**config.mk**
```make
export PLATFORM = sky130hd
export DESIGN_NAME = eco32f_cache_refill_flat
export DESIGN_NICKNAME = d
export VERILOG_FILES = /design/src/rtl/eco32f_cache_refill_pkg.sv /design/src/rtl/eco32f_cache_refill_if.sv /design/src/rtl/eco32f_cache_refill.sv /design/src/flat_wrapper.sv
export SDC_FILE = /design/constraint.sdc
export NUM_CORES = 1
export LEC_CHECK = 0
export CORE_ASPECT_RATIO = 1.5
export CORE_MARGIN = 1
export CORE_UTILIZATION = 33
export DETAILED_ROUTE_END_ITERATION = 8
export GPL_ROUTABILITY_DRIVEN = 1
export PLACE_DENSITY = 0.94
export SYNTH_ARGS = -nofsm -noshare
export SYNTH_HDL_FRONTEND = slang
export SYNTH_SLANG_ARGS = --single-unit
```
**constraint.sdc**
```tcl
create_clock -name clk -period 3 [get_ports clk]
set_clock_uncertainty 0.1 [all_clocks]
set_input_delay 0.45 -clock clk [delete_from_list [all_inputs] [get_ports clk]]
set_output_delay 0.45 -clock clk [all_outputs]
set_load 0.05 [all_outputs]
```
**src/rtl/eco32f_cache_refill_pkg.sv**
```systemverilog
// Shared definitions for the cache refill engine: FSM state encoding,
// Wishbone cycle-type/burst-type constants and cache line geometry
// (32-byte lines, 8 words per line).
package eco32f_cache_refill_pkg;

    typedef enum logic [1:0] {
        ST_IDLE   = 2'd0,
        ST_REFILL = 2'd1,
        ST_DONE   = 2'd2
    } state_t;

    localparam logic [2:0] CTI_CLASSIC = 3'b000;
    localparam logic [2:0] CTI_INCR    = 3'b010;
    localparam logic [2:0] CTI_END     = 3'b111;
    localparam logic [1:0] BTE_LINEAR  = 2'b00;

    localparam int unsigned LINE_WORDS       = 8;
    localparam int unsigned LINE_OFFSET_BITS = 5;
    localparam logic [2:0]  LAST_WORD        = 3'(LINE_WORDS - 1);

    // Cycle type for the beat at word_cnt; classic cycles when bursts are off.
    function automatic logic [2:0] refill_cti(input logic burst, input logic [2:0] word_cnt);
        logic [2:0] cti;
        if (!burst) begin
            cti = CTI_CLASSIC;
        end else if (word_cnt == LAST_WORD) begin
            cti = CTI_END;
        end else begin
            cti = CTI_INCR;
        end
        return cti;
    endfunction

endpackage

```
**src/rtl/eco32f_cache_refill_if.sv**
```systemverilog
// Bundle of every non-clock signal of the refill engine.
//   Pipeline side : req, req_addr, miss, inv_req, inv_addr -> inv_ack
//   Status        : busy, refill_done, refill_err
//   Cache write   : write_addr, write_data, write_en, invalidate
//   Wishbone B3   : wbm_adr_o, wbm_cyc_o, wbm_stb_o, wbm_cti_o, wbm_bte_o,
//                   wbm_dat_i, wbm_ack_i, wbm_err_i
// master = the refill engine, slave = pipeline/cache/bus environment.
interface eco32f_cache_refill_if;

    logic        req;
    logic [31:0] req_addr;
    logic        miss;
    logic        inv_req;
    logic [31:0] inv_addr;
    logic        inv_ack;
    logic        busy;
    logic        refill_done;
    logic        refill_err;
    logic [31:0] write_addr;
    logic [31:0] write_data;
    logic        write_en;
    logic        invalidate;
    logic [31:0] wbm_adr_o;
    logic        wbm_cyc_o;
    logic        wbm_stb_o;
    logic [2:0]  wbm_cti_o;
    logic [1:0]  wbm_bte_o;
    logic [31:0] wbm_dat_i;
    logic        wbm_ack_i;
    logic        wbm_err_i;

    modport master (
        input  req, req_addr, miss, inv_req, inv_addr,
        input  wbm_dat_i, wbm_ack_i, wbm_err_i,
        output inv_ack, busy, refill_done, refill_err,
        output write_addr, write_data, write_en, invalidate,
        output wbm_adr_o, wbm_cyc_o, wbm_stb_o, wbm_cti_o, wbm_bte_o
    );

    modport slave (
        output req, req_addr, miss, inv_req, inv_addr,
        output wbm_dat_i, wbm_ack_i, wbm_err_i,
        input  inv_ack, busy, refill_done, refill_err,
        input  write_addr, write_data, write_en, invalidate,
        input  wbm_adr_o, wbm_cyc_o, wbm_stb_o, wbm_cti_o, wbm_bte_o
    );

endinterface

```
**src/rtl/eco32f_cache_refill.sv**
```systemverilog
// Cache refill engine. On a miss it fetches the 8-word line over Wishbone
// and streams each acked word into the cache write port; only the last word
// is written with the valid bit set, so a partial or aborted line stays
// invalid. Line-invalidate requests share the same write port while idle.
// Ports:
//   clk  - rising-edge clock
//   rst  - asynchronous active-high reset
//   bus  - eco32f_cache_refill_if.master (pipeline, cache write, Wishbone)
// Parameter OPTION_BURST: 1 = incrementing burst CTI, 0 = classic cycles.
module eco32f_cache_refill
    import eco32f_cache_refill_pkg::*;
#(
    parameter bit OPTION_BURST = 1'b1
) (
    input  logic                         clk,
    input  logic                         rst,
    eco32f_cache_refill_if.master        bus
);

    state_t                        state_q;
    logic [31:LINE_OFFSET_BITS]    line_addr_q;
    logic [2:0]                    word_cnt_q;
    logic                          cyc_q;
    logic                          refill_err_q;

    logic        in_refill_s;
    logic        err_s;
    logic        ack_s;
    logic        last_s;
    logic        inv_fire_s;
    logic        start_s;
    logic [31:0] bus_adr_s;
    logic        write_en_s;
    logic        invalidate_s;
    logic        inv_ack_s;
    logic [31:0] write_addr_s;
    logic [31:0] write_data_s;
    logic        unused_s;

    assign in_refill_s = (state_q == ST_REFILL);
    // A bus error wins over a simultaneous ack: that word is never written.
    assign err_s       = in_refill_s && bus.wbm_err_i;
    assign ack_s       = in_refill_s && bus.wbm_ack_i && !bus.wbm_err_i;
    assign last_s      = (word_cnt_q == LAST_WORD);
    // Invalidates are only taken in IDLE and take priority over a new miss.
    assign inv_fire_s  = (state_q == ST_IDLE) && bus.inv_req;
    assign start_s     = (state_q == ST_IDLE) && !bus.inv_req && bus.req && bus.miss;
    assign bus_adr_s   = {line_addr_q, word_cnt_q, 2'b00};
    assign unused_s    = ^bus.req_addr[LINE_OFFSET_BITS-1:0];

    // Refill FSM, line/word tracking and registered bus/status strobes.
    always_ff @(posedge clk or posedge rst) begin
        if (rst) begin
            state_q      <= ST_IDLE;
            line_addr_q  <= '0;
            word_cnt_q   <= 3'd0;
            cyc_q        <= 1'b0;
            refill_err_q <= 1'b0;
        end else begin
            refill_err_q <= err_s;
            case (state_q)
                ST_IDLE: begin
                    if (start_s) begin
                        line_addr_q <= bus.req_addr[31:LINE_OFFSET_BITS];
                        word_cnt_q  <= 3'd0;
                        cyc_q       <= 1'b1;
                        state_q     <= ST_REFILL;
                    end
                end
                ST_REFILL: begin
                    if (err_s) begin
                        cyc_q   <= 1'b0;
                        state_q <= ST_IDLE;
                    end else if (ack_s) begin
                        // Wraps 7->0 on the final beat, leaving the counter clean.
                        word_cnt_q <= word_cnt_q + 3'd1;
                        if (last_s) begin
                            cyc_q   <= 1'b0;
                            state_q <= ST_DONE;
                        end
                    end
                end
                ST_DONE: begin
                    state_q <= ST_IDLE;
                end
                default: begin
                    cyc_q   <= 1'b0;
                    state_q <= ST_IDLE;
                end
            endcase
        end
    end

    // Cache write port: invalidate writes in IDLE, data writes straight from ack.
    always_comb begin
        write_en_s   = 1'b0;
        invalidate_s = 1'b0;
        inv_ack_s    = 1'b0;
        write_addr_s = 32'd0;
        write_data_s = 32'd0;
        if (inv_fire_s) begin
            write_en_s   = 1'b1;
            invalidate_s = 1'b1;
            inv_ack_s    = 1'b1;
            write_addr_s = bus.inv_addr;
        end else if (ack_s) begin
            write_en_s   = 1'b1;
            invalidate_s = !last_s;
            write_addr_s = bus_adr_s;
            write_data_s = bus.wbm_dat_i;
        end else begin
            write_en_s   = 1'b0;
        end
    end

    assign bus.write_en    = write_en_s;
    assign bus.invalidate  = invalidate_s;
    assign bus.inv_ack     = inv_ack_s;
    assign bus.write_addr  = write_addr_s;
    assign bus.write_data  = write_data_s;

    assign bus.busy        = (state_q == ST_REFILL) || (state_q == ST_DONE);
    assign bus.refill_done = (state_q == ST_DONE);
    assign bus.refill_err  = refill_err_q;

    assign bus.wbm_adr_o   = bus_adr_s;
    assign bus.wbm_cyc_o   = cyc_q;
    assign bus.wbm_stb_o   = cyc_q;
    assign bus.wbm_cti_o   = in_refill_s ? refill_cti(OPTION_BURST, word_cnt_q) : CTI_CLASSIC;
    assign bus.wbm_bte_o   = BTE_LINEAR;

endmodule
```
**src/flat_wrapper.sv**
```systemverilog
// flat-port wrapper written by rule: the top's interface ports become plain ports
module eco32f_cache_refill_flat import eco32f_cache_refill_pkg::*;
#(
    parameter bit OPTION_BURST = 1'b1
)
  (clk, rst, bus_req, bus_req_addr, bus_miss, bus_inv_req, bus_inv_addr, bus_wbm_dat_i, bus_wbm_ack_i, bus_wbm_err_i, bus_inv_ack, bus_busy, bus_refill_done, bus_refill_err, bus_write_addr, bus_write_data, bus_write_en, bus_invalidate, bus_wbm_adr_o, bus_wbm_cyc_o, bus_wbm_stb_o, bus_wbm_cti_o, bus_wbm_bte_o);
  eco32f_cache_refill_if bus_i ();
  input  logic clk;
  input  logic rst;
  input wire logic [$bits(bus_i.req)-1:0] bus_req;
  input wire logic [$bits(bus_i.req_addr)-1:0] bus_req_addr;
  input wire logic [$bits(bus_i.miss)-1:0] bus_miss;
  input wire logic [$bits(bus_i.inv_req)-1:0] bus_inv_req;
  input wire logic [$bits(bus_i.inv_addr)-1:0] bus_inv_addr;
  input wire logic [$bits(bus_i.wbm_dat_i)-1:0] bus_wbm_dat_i;
  input wire logic [$bits(bus_i.wbm_ack_i)-1:0] bus_wbm_ack_i;
  input wire logic [$bits(bus_i.wbm_err_i)-1:0] bus_wbm_err_i;
  output wire logic [$bits(bus_i.inv_ack)-1:0] bus_inv_ack;
  output wire logic [$bits(bus_i.busy)-1:0] bus_busy;
  output wire logic [$bits(bus_i.refill_done)-1:0] bus_refill_done;
  output wire logic [$bits(bus_i.refill_err)-1:0] bus_refill_err;
  output wire logic [$bits(bus_i.write_addr)-1:0] bus_write_addr;
  output wire logic [$bits(bus_i.write_data)-1:0] bus_write_data;
  output wire logic [$bits(bus_i.write_en)-1:0] bus_write_en;
  output wire logic [$bits(bus_i.invalidate)-1:0] bus_invalidate;
  output wire logic [$bits(bus_i.wbm_adr_o)-1:0] bus_wbm_adr_o;
  output wire logic [$bits(bus_i.wbm_cyc_o)-1:0] bus_wbm_cyc_o;
  output wire logic [$bits(bus_i.wbm_stb_o)-1:0] bus_wbm_stb_o;
  output wire logic [$bits(bus_i.wbm_cti_o)-1:0] bus_wbm_cti_o;
  output wire logic [$bits(bus_i.wbm_bte_o)-1:0] bus_wbm_bte_o;
  assign bus_i.req = bus_req;
  assign bus_i.req_addr = bus_req_addr;
  assign bus_i.miss = bus_miss;
  assign bus_i.inv_req = bus_inv_req;
  assign bus_i.inv_addr = bus_inv_addr;
  assign bus_i.wbm_dat_i = bus_wbm_dat_i;
  assign bus_i.wbm_ack_i = bus_wbm_ack_i;
  assign bus_i.wbm_err_i = bus_wbm_err_i;
  assign bus_inv_ack = bus_i.inv_ack;
  assign bus_busy = bus_i.busy;
  assign bus_refill_done = bus_i.refill_done;
  assign bus_refill_err = bus_i.refill_err;
  assign bus_write_addr = bus_i.write_addr;
  assign bus_write_data = bus_i.write_data;
  assign bus_write_en = bus_i.write_en;
  assign bus_invalidate = bus_i.invalidate;
  assign bus_wbm_adr_o = bus_i.wbm_adr_o;
  assign bus_wbm_cyc_o = bus_i.wbm_cyc_o;
  assign bus_wbm_stb_o = bus_i.wbm_stb_o;
  assign bus_wbm_cti_o = bus_i.wbm_cti_o;
  assign bus_wbm_bte_o = bus_i.wbm_bte_o;
  eco32f_cache_refill #(.OPTION_BURST(OPTION_BURST)) u_core (.clk(clk), .rst(rst), .bus(bus_i));
endmodule
```
==> impl_metrics.csv, run 1 <==
group,metric,value,unit
route,wl,8.73,mm
finish,antenna_cells,0,
power_and_ir_drop,power.leakage,2.14,nW
clock_tree,cts_setup_buffers,0,
floorplan,fp.dieArea,6980,sq um
sta,tightest_slew,566,ps
floorplan,dieHeight,102,microns
clock_tree,cts-htree-levels,2,
global_route,grt_pass1_wl,12.7,mm
sta,setup_viol,0,
clock_tree,postCtsHoldBufs,0,
route,drt_iter0_drc,67,
global_route,grt_remaining_overflow,0,
yosys,synth.top_cells.by_count,"dfrtp_1 (34), and2_1 (33), a22o_1 (31)",
yosys,yosysMostFrequentCell,"dfrtp_1",
yosys,synth_fa_ha_area_share,3.99,%
yosys,synthFlopType,"dfrtp_1",
yosys,synth-simple-area-share,15.7,%
yosys,netlist_area,2190,sq um
clock_tree,clk_pin_slew_worst_paths,70,ps
sta,fin_crit_sh,93.7,%
floorplan,coreArea,6440,sq um
power_and_ir_drop,peakVddDrop,738,uV
clock_tree,clock_latency,270,ps
critical_path,cp.arrival,2260,ps
global_route,grt_use_total,25.1,%
yosys,synthTopCellsByArea,"dfrtp_1 (39%), a22o_1 (12%), and2_1 (9.4%)",
sta,period_needed,2810,ps
floorplan,die_w,68.6,microns
finish,fin_util,76.7,%
yosys,avgSynthCellArea,11.6,sq um
run,maxCapViolations,0,
yosys,synth_top_area_cell,"dfrtp_1",
floorplan,start_util,34.1,%
finish,multiInputGateArea,1190,sq um
status,status,"complete, no violations",
clock_tree,clockBufferDepth,2,
global_route,grt_pass1_vias,2384,
placement,gp_congestion,0.734,
sta,hold_viol,0,
route,drcViolationCount,0,
sta,maxSlewViolCount,0,
floorplan,num_rows,36,
finish,fin_nets,497,
yosys,yosys_warnings,0,
yosys,async_flop_share,100,%
critical_path,worstSetupStartpointType,"flop",
critical_path,cp_max_fo,18,
finish,final_layout_size_suffix_gt1_share,30.5,%
yosys,synth_compound_area_share,16.9,%
clock_tree,numClockSinks,34,
yosys,ys_seq_area_share,38.8,%
clock_tree,post_cts_resized,0,
global_route,antenna_found_initial,1,
critical_path,crit_path_end_kind,"output port",
global_route,grt_max_degree,63,
power_and_ir_drop,power_density,1000,nW/um^2
route,viasPerCell,4.98,
clock_tree,numCtsBuffers,5,
critical_path,crit_type,"flop to output port",
sta,setup_tns,0,ps
route,wl_per_cell,18.9,microns
yosys,muxShareOfSynthArea,16.8,%
yosys,synthXorXnorAreaFrac,0,%
placement,portBuffers,202,
finish,register_area,851,sq um
yosys,synth.distinct_cells,34,
floorplan,io_pins,212,
yosys,synth_edf_count,0,
clock_tree,ctsRootBufferMaster,"clkbuf_8",
yosys,synth_top_family_by_area,"compound AO/OA/AOI/OAI gates",
finish,syn_to_final_growth,125,%
clock_tree,cts_tree,"yes",
route,routed-via-count,2306,
finish,nFillCells,415,
placement,post-dp-hpwl,7.15,mm
sta,maxSlewHeadroom,62.2,%
route,drtAntennaViolNets,0,
sta,rsz0062_at_grt,"no",
yosys,synth_top_area_share,38.8,%
sta,max_freq,356,MHz
route,drt-pass1-iter-count,4,
min_path,min_path_type,"flop to flop",
critical_path,required,2450,ps
yosys,synth_cells,189,
yosys,ys_ff_latch,34,
worst max-delay path: stages, from the launching register on:
cell and delay (ps):
dfrtp_1 410, inv_1 130, ha_1 410, nand2_1 150, inv_1 170, buf_4 290, a22o_1 260, buf_12 150
flip-flops by register name, summed over array words and instances, names as in the netlist:
register / flops
u_core.bus.wbm_cyc_o: 1
u_core.bus.refill_err: 1
u_core.line_addr_q: 27
u_core.word_cnt_q: 3
u_core.state_q: 2
layout make-up:
type,instances,share of cell area [%]
tap,76,1.92
multi-input combinational,131,24.0
timing repair buffer,208,54.7
clock buffer,7,1.54
sequential,34,17.2
inverter,7,0.532
per-layer routing:
| layer | track usage (%) | vias to the layer above | routed length, microns |
|---|---|---|---|
| met2 | 46.5 | 129 | 4640 |
| met1 | 24.8 | 1107 | 2810 |
| met5 | 0 | - | 8 |
| met4 | 6.89 | 2 | 191 |
| li1 | - | 1054 | - |
| met3 | 10.4 | 14 | 1090 |
per-stage QoR:
| stage | worst slack [ps] | total power, W | hold slack [ps] | instance area (sq um) | std cells |
|---|---|---|---|---|---|
| finish | 190 | 0.00496 | 432 | 4940 | 463 |
| global route | 39.5 | 0.00516 | 454 | 4940 | 463 |
| CTS | 179 | 0.00500 | 440 | 4940 | 463 |
| detailed placement | 347 | 0.00468 | 426 | 4860 | 456 |
| global placement | 413 | 0.00457 | 414 | 4860 | 456 |
| floorplan | 231 | 0.00311 | 400 | 2200 | 192 |
path summary, 6_finish.rpt:
check                                            start  cells past startpoint                      to  slack, ps
worst max-delay path                 u_core.state_q[1]                      7       bus_write_addr[5]        190
worst min-delay path            u_core.line_addr_q[14]                      1  u_core.line_addr_q[14]        430
worst max register to register       u_core.state_q[1]                      5  u_core.line_addr_q[24]        760
worst min register to register  u_core.line_addr_q[14]                      1  u_core.line_addr_q[14]        430
max in group asynchronous                          rst                      3  u_core.line_addr_q[31]       2010
min in group asynchronous                          rst                      3  u_core.line_addr_q[26]        470
cells by family after synthesis:
kind of cell,after synthesis
and+or+nand+nor,50
AOI/OAI and AO/OA,41
DFF,34
muxes,29
buffers and inverters,27
adders and majority gates,7
other,1
report_power, final:
group / total [W] / internal, W / leakage (nW) / switching, W
combinational: 0.00376 / 0.00157 / 1.69 / 0.00220
sequential: 0.000887 / 0.000680 / 0.417 / 0.000207
clock: 0.000312 / 0.000160 / 0.0383 / 0.000152
cell usage in the layout (no fill, tap or decap), types with 2 or more instances in the layout:
master           count
dfrtp_1             34
clkbuf_1             2
mux2_2              18
ha_1                 7
mux2_4              11
a22o_1              31
buf_4                7
conb_1               4
inv_1                6
and2_1              33
nand2_1              3
buf_12              64
clkbuf_8             5
and3_1               4
clkdlybuf4s50_1    137
No activity file was read; power rests on OpenSTA's default activity.
==> inputs of run 2 (changes only) <==
Settings changed: PLACE_DENSITY 0.94 to 0.95, TNS_END_PERCENT set to 10.
==> run 2 against run 1 <==
Power increased by 0.87%. Clock-buffer cell count unchanged. Critical endpoint is now bus_write_addr[0]. Largest cell class unchanged. Sequential share of layout area down 0.095 points. Critical path depth shrank 3. Die area did not move. Global-route usage rose by 1.5 points. Critical path type unchanged. Register-to-register slack lost 220 ps.
==> impl_metrics.csv, run 2 (same netlist as run 1, synthesis figures left out) <==
group,metric,value,unit
status,status,"complete, no violations",
floorplan,coreArea,6440,sq um
sta,setup_tns,0,ps
clock_tree,numClockSinks,34,
power_and_ir_drop,power_density,1010,nW/um^2
sta,setup_ws,176,ps
power_and_ir_drop,power,0.00500,W
placement,portBuffers,202,
power_and_ir_drop,power.leakage,2.16,nW
finish,final_common_cell,"clkdlybuf4s50_1",
floorplan,num_rows,36,
sta,period_needed,2820,ps
global_route,grt_use_total,26.6,%
finish,antenna_cells,0,
power_and_ir_drop,peakVddDrop,627,uV
finish,largest_register,"u_core.line_addr_q",
critical_path,worstSetupStartpointType,"flop",
floorplan,die_w,68.6,microns
route,wl,9.18,mm
clock_tree,clk_pin_slew_worst_paths,70,ps
critical_path,required,2450,ps
critical_path,crit_type,"flop to output port",
global_route,grt_pass1_wl,13.3,mm
min_path,min_path_type,"flop to flop",
sta,setup_viol,0,
sta,tightest_slew,683,ps
critical_path,reg2regPathDepth,5,
critical_path,critPathSlowestCell,"clkdlybuf4s50_1",
critical_path,cp.arrival,2270,ps
finish,fin_nets,497,
global_route,antenna_found_initial,0,
floorplan,io_pins,212,
min_path,hp-start,"u_core.bus.wbm_cyc_o",
route,drt-pass1-iter-count,6,
finish,nFillCells,406,
critical_path,r2r-start,"u_core.state_q[1]",
finish,register_area,851,sq um
clock_tree,numCtsBuffers,5,
critical_path,cp_slowest_stage_delay,810,ps
sta,max_freq,354,MHz
placement,gp_congestion,0.821,
sta,fin_crit_sh,94.1,%
finish,final_layout_size_suffix_gt1_share,30.9,%
floorplan,start_util,34.1,%
placement,placed_cell_area,4880,sq um
finish,largest_reg_flops,27,
global_route,grt_remaining_overflow,0,
clock_tree,cts_tree,"yes",
clock_tree,ctsRootBufferMaster,"clkbuf_8",
floorplan,dieHeight,102,microns
global_route,grt_pass1_vias,2414,
critical_path,cp_max_fo,10,
min_path,hold_depth,1,
sta,maxSlewHeadroom,54.3,%
critical_path,crit_chain,"inv_1 > ha_1 > and3_1 > clkdlybuf4s50_1",
clock_tree,clock_latency,280,ps
finish,final_cell_mix,"clkdlybuf4s50_1 (137), buf_12 (65), dfrtp_1 (34)",
critical_path,crit_path_end_kind,"output port",
floorplan,fp.dieArea,6980,sq um
sta,hold_viol,0,
route,drcViolationCount,0,
sta,rsz0062_at_grt,"no",
route,viasPerCell,5.00,
global_route,grt_max_degree,53,
run,maxCapViolations,0,
route,drtAntennaViolNets,0,
clock_tree,cts_setup_buffers,0,
sta,maxSlewViolCount,0,
placement,post-dp-hpwl,7.56,mm
clock_tree,cts-htree-levels,2,
finish,reg.largest.list,"u_core.line_addr_q x27, u_core.word_cnt_q x3, u_core.state_q x2",
clock_tree,postCtsHoldBufs,0,
route,drt_iter0_drc,87,
finish,syn_to_final_growth,127,%
placement,dp_slack,335,ps
critical_path,crit_start,"u_core.state_q[1]",
finish,stdcell_area,4970,sq um
clock_tree,post_cts_resized,0,
route,wl_per_cell,19.8,microns
route,routed-via-count,2322,
clock_tree,clockBufferDepth,2,
finish,multiInputGateArea,1190,sq um
-- run 2: changes by cell type in the layout (fill, tap and decap cells not counted) --
| cell | delta |
|---|---|
| clkbuf_1 | -1 |
| clkinv_2 | +1 |
| buf_4 | -1 |
| buf_12 | +1 |
| clkbuf_8 | +1 |
-- run 2: final timing paths --
kind	to	slack, ps
worst max-delay path	bus_write_addr[0]	180
worst min-delay path	u_core.bus.wbm_cyc_o	420
worst max register to register	u_core.line_addr_q[30]	540
worst min register to register	u_core.bus.wbm_cyc_o	420
max in group asynchronous	u_core.line_addr_q[18]	2000
min in group asynchronous	u_core.line_addr_q[27]	480
-- run 2: metrics by stage --
step / std cells / utilization, % / hold slack (ps)
global placement: 456 / 75.7 / 416
global route: 464 / 77.1 / 441
detailed placement: 456 / 75.7 / 410
floorplan: 192 / - / 400
finish: 464 / 77.1 / 421
CTS: 464 / 77.1 / 427
-- run 2: critical path: cells and delay by family (launching register included) --
kind          cells  cell delay, ps
buf+inv           2             940
flops             1             410
fa+ha+maj         1             390
simple gates      1             250
-- run 2: routing by layer --
metal  track usage (%)  vias to the layer above  share of wire [%]
li1                  -                     1059                  -
met1              25.9                     1103                 32
met2              44.6                      142                 49
met3              16.5                       18                 16
met4              9.94                        0                3.1
met5                 0                        -                  0
-- run 2: area by class of cell --
cell class | instances | area share, %
repair buffers | 208 | 54.7
multi-input cells | 131 | 23.9
flip-flops and latches | 34 | 17.1
well taps | 76 | 1.91
clock buffers | 7 | 1.74
inverters | 7 | 0.529
clock inverters | 1 | 0.101
-- run 2: power breakdown --
group / internal [W] / switching [W] / total (W) / leakage [nW]
sequential: 0.000680 / 0.000201 / 0.000881 / 0.417
combinational: 0.00157 / 0.00220 / 0.00377 / 1.70
clock: 0.000185 / 0.000165 / 0.000350 / 0.0482
total: 0.00244 / 0.00257 / 0.00500 / 2.16
==> inputs of run 3 (changes only) <==
Settings changed: CELL_PAD_IN_SITES_DETAIL_PLACEMENT set to 1, CELL_PAD_IN_SITES_GLOBAL_PLACEMENT set to 2, CORE_UTILIZATION 33 to 17, PLACE_DENSITY 0.95 to 0.94.
==> run 3 against run 2 <==
Via count rose by 0.39%. Combinational power is essentially flat. Clock power increased by 62%. First-iteration DRC count fell by 68%. Setup slack improved by 130 ps. Sequential power shrank 0.7%. Critical path type unchanged. Critical endpoint is now bus_wbm_cti_o[0]. Largest power group unchanged.
==> impl_metrics.csv, run 3 (same netlist as run 1, synthesis figures left out) <==
group,metric,value,unit
placement,gp_congestion,0.707,
global_route,grt_remaining_overflow,0,
critical_path,worstSetupStartpointType,"flop",
route,drtAntennaViolNets,0,
sta,maxSlewHeadroom,64.8,%
critical_path,crit_type,"flop to output port",
finish,largest_reg_flops,27,
power_and_ir_drop,peakVddDrop,480,uV
route,drt-pass1-iter-count,3,
critical_path,cp_slowest_stage_delay,810,ps
sta,rsz0062_at_grt,"no",
critical_path,crit_buf_inv,1,
route,drt_iter0_drc,28,
critical_path,required,2450,ps
finish,stdcell_area,5160,sq um
floorplan,dieHeight,141,microns
clock_tree,clockBufferDepth,2,
clock_tree,numClockSinks,34,
clock_tree,cts-htree-levels,2,
sta,maxSlewViolCount,0,
finish,final_cells,542,
clock_tree,ctsRootBufferMaster,"clkbuf_16",
placement,placed_cells,534,
route,viasPerCell,4.30,
floorplan,start_util,17.5,%
global_route,grt_use_total,13.0,%
finish,syn_to_final_growth,135,%
critical_path,crit_path_end_kind,"output port",
status,status,"complete, no violations",
floorplan,num_rows,50,
clock_tree,clock_latency,280,ps
sta,period_needed,2690,ps
clock_tree,clk_pin_slew_worst_paths,60,ps
route,routed-via-count,2331,
sta,setup_tns,0,ps
finish,nFillCells,1317,
min_path,min_path_type,"flop to flop",
critical_path,cp.arrival,2140,ps
critical_path,crit_family,"buffers and inverters",
global_route,grt_max_degree,63,
finish,antenna_cells,0,
floorplan,io_pins,212,
finish,reg.largest.list,"u_core.line_addr_q x27, u_core.word_cnt_q x3, u_core.state_q x2",
sta,setup_viol,0,
sta,tightest_slew,527,ps
clock_tree,cts_tree,"yes",
global_route,grt_pass1_wl,13.3,mm
global_route,antenna_found_initial,0,
power_and_ir_drop,power.leakage,2.19,nW
clock_tree,numCtsBuffers,5,
finish,final_common_cell,"clkdlybuf4s50_1",
run,maxCapViolations,0,
finish,largest_register,"u_core.line_addr_q",
floorplan,coreArea,12500,sq um
route,wl,8.79,mm
finish,fin_util,41.2,%
power_and_ir_drop,power_density,1020,nW/um^2
route,drcViolationCount,0,
sta,hold_viol,0,
finish,final_layout_size_suffix_gt1_share,31.1,%
global_route,grt_pass1_vias,2521,
critical_path,cp_max_fo,4,
placement,portBuffers,202,
critical_path,path_common_cell,"ha_1",
finish,final_cell_mix,"clkdlybuf4s50_1 (137), buf_12 (67), dfrtp_1 (34)",
critical_path,critPathSlowestCell,"clkdlybuf4s50_1",
sta,holdWs,427,ps
sta,max_freq,371,MHz
placement,placed_cell_area,4990,sq um
route,wl_per_cell,16.2,microns
sta,fin_crit_sh,89.8,%
finish,fin_nets,495,
placement,post-dp-hpwl,7.10,mm
critical_path,crit_chain,"ha_1 > ha_1 > and2_1 > clkdlybuf4s50_1",
floorplan,die_w,94.7,microns
floorplan,fp.dieArea,13400,sq um
clock_tree,postCtsHoldBufs,0,
run 3: changes by cell type in the layout (fill, tap and decap cells not counted):
cell and delta:
clkinv_2 -1, ha_1 -1, clkbuf_8 -3, ha_2 +1, buf_4 -4, buf_12 +2
clkbuf_16 +5, clkbuf_1 -1
run 3: cell type report:
cell class	count	area (sq um)	area share, %
Clock buffer	8	166	3.23
Inverter	7	26.3	0.510
Multi-Input combinational cell	131	1190	23.1
Tap cell	156	195	3.79
Timing Repair Buffer	206	2730	52.9
Sequential cell	34	851	16.5
run 3: worst paths after layout:
path / start / slack [ps] / endpoint / cells after the start
setup / recovery: u_core.word_cnt_q[1] / 310 / bus_wbm_cti_o[0] / 4
hold / removal: u_core.bus.wbm_cyc_o / 430 / u_core.bus.wbm_cyc_o / 1
min in group asynchronous: rst / 500 / u_core.bus.wbm_cyc_o / 3
setup reg to reg: u_core.state_q[1] / 860 / u_core.line_addr_q[27] / 5
hold reg to reg: u_core.bus.wbm_cyc_o / 430 / u_core.bus.wbm_cyc_o / 1
max in group asynchronous: rst / 1960 / u_core.line_addr_q[20] / 3
run 3: what timing repair did:
action,4_1_cts,5_1_grt
setup buffers,0,0
endpoints found under the setup margin,0,7
resized for setup,0,1
run 3: routing by layer:
layer | track usage (%) | up-vias | wire (microns)
li1 | - | 1055 | -
met1 | 11.7 | 1127 | 2680
met2 | 26.3 | 136 | 5110
met3 | 3.78 | 13 | 811
met4 | 4.47 | 0 | 184
met5 | 0 | - | 0
run 3: power by group:
| part | internal [W] | switching, W | total (W) | leakage (nW) |
|---|---|---|---|---|
| clock network | 0.000376 | 0.000191 | 0.000566 | 0.0832 |
| logic | 0.00160 | 0.00220 | 0.00379 | 1.69 |
| registers | 0.000681 | 0.000194 | 0.000875 | 0.417 |
| total | 0.00265 | 0.00258 | 0.00523 | 2.19 |
run 3: through the flow:
stage | setup WS [ps] | total power (W)
after floorplan | 231 | 0.00311
after global placement | 368 | 0.00464
after detailed placement | 332 | 0.00471
after CTS | 155 | 0.00530
after global routing | 154 | 0.00547
final | 306 | 0.00523
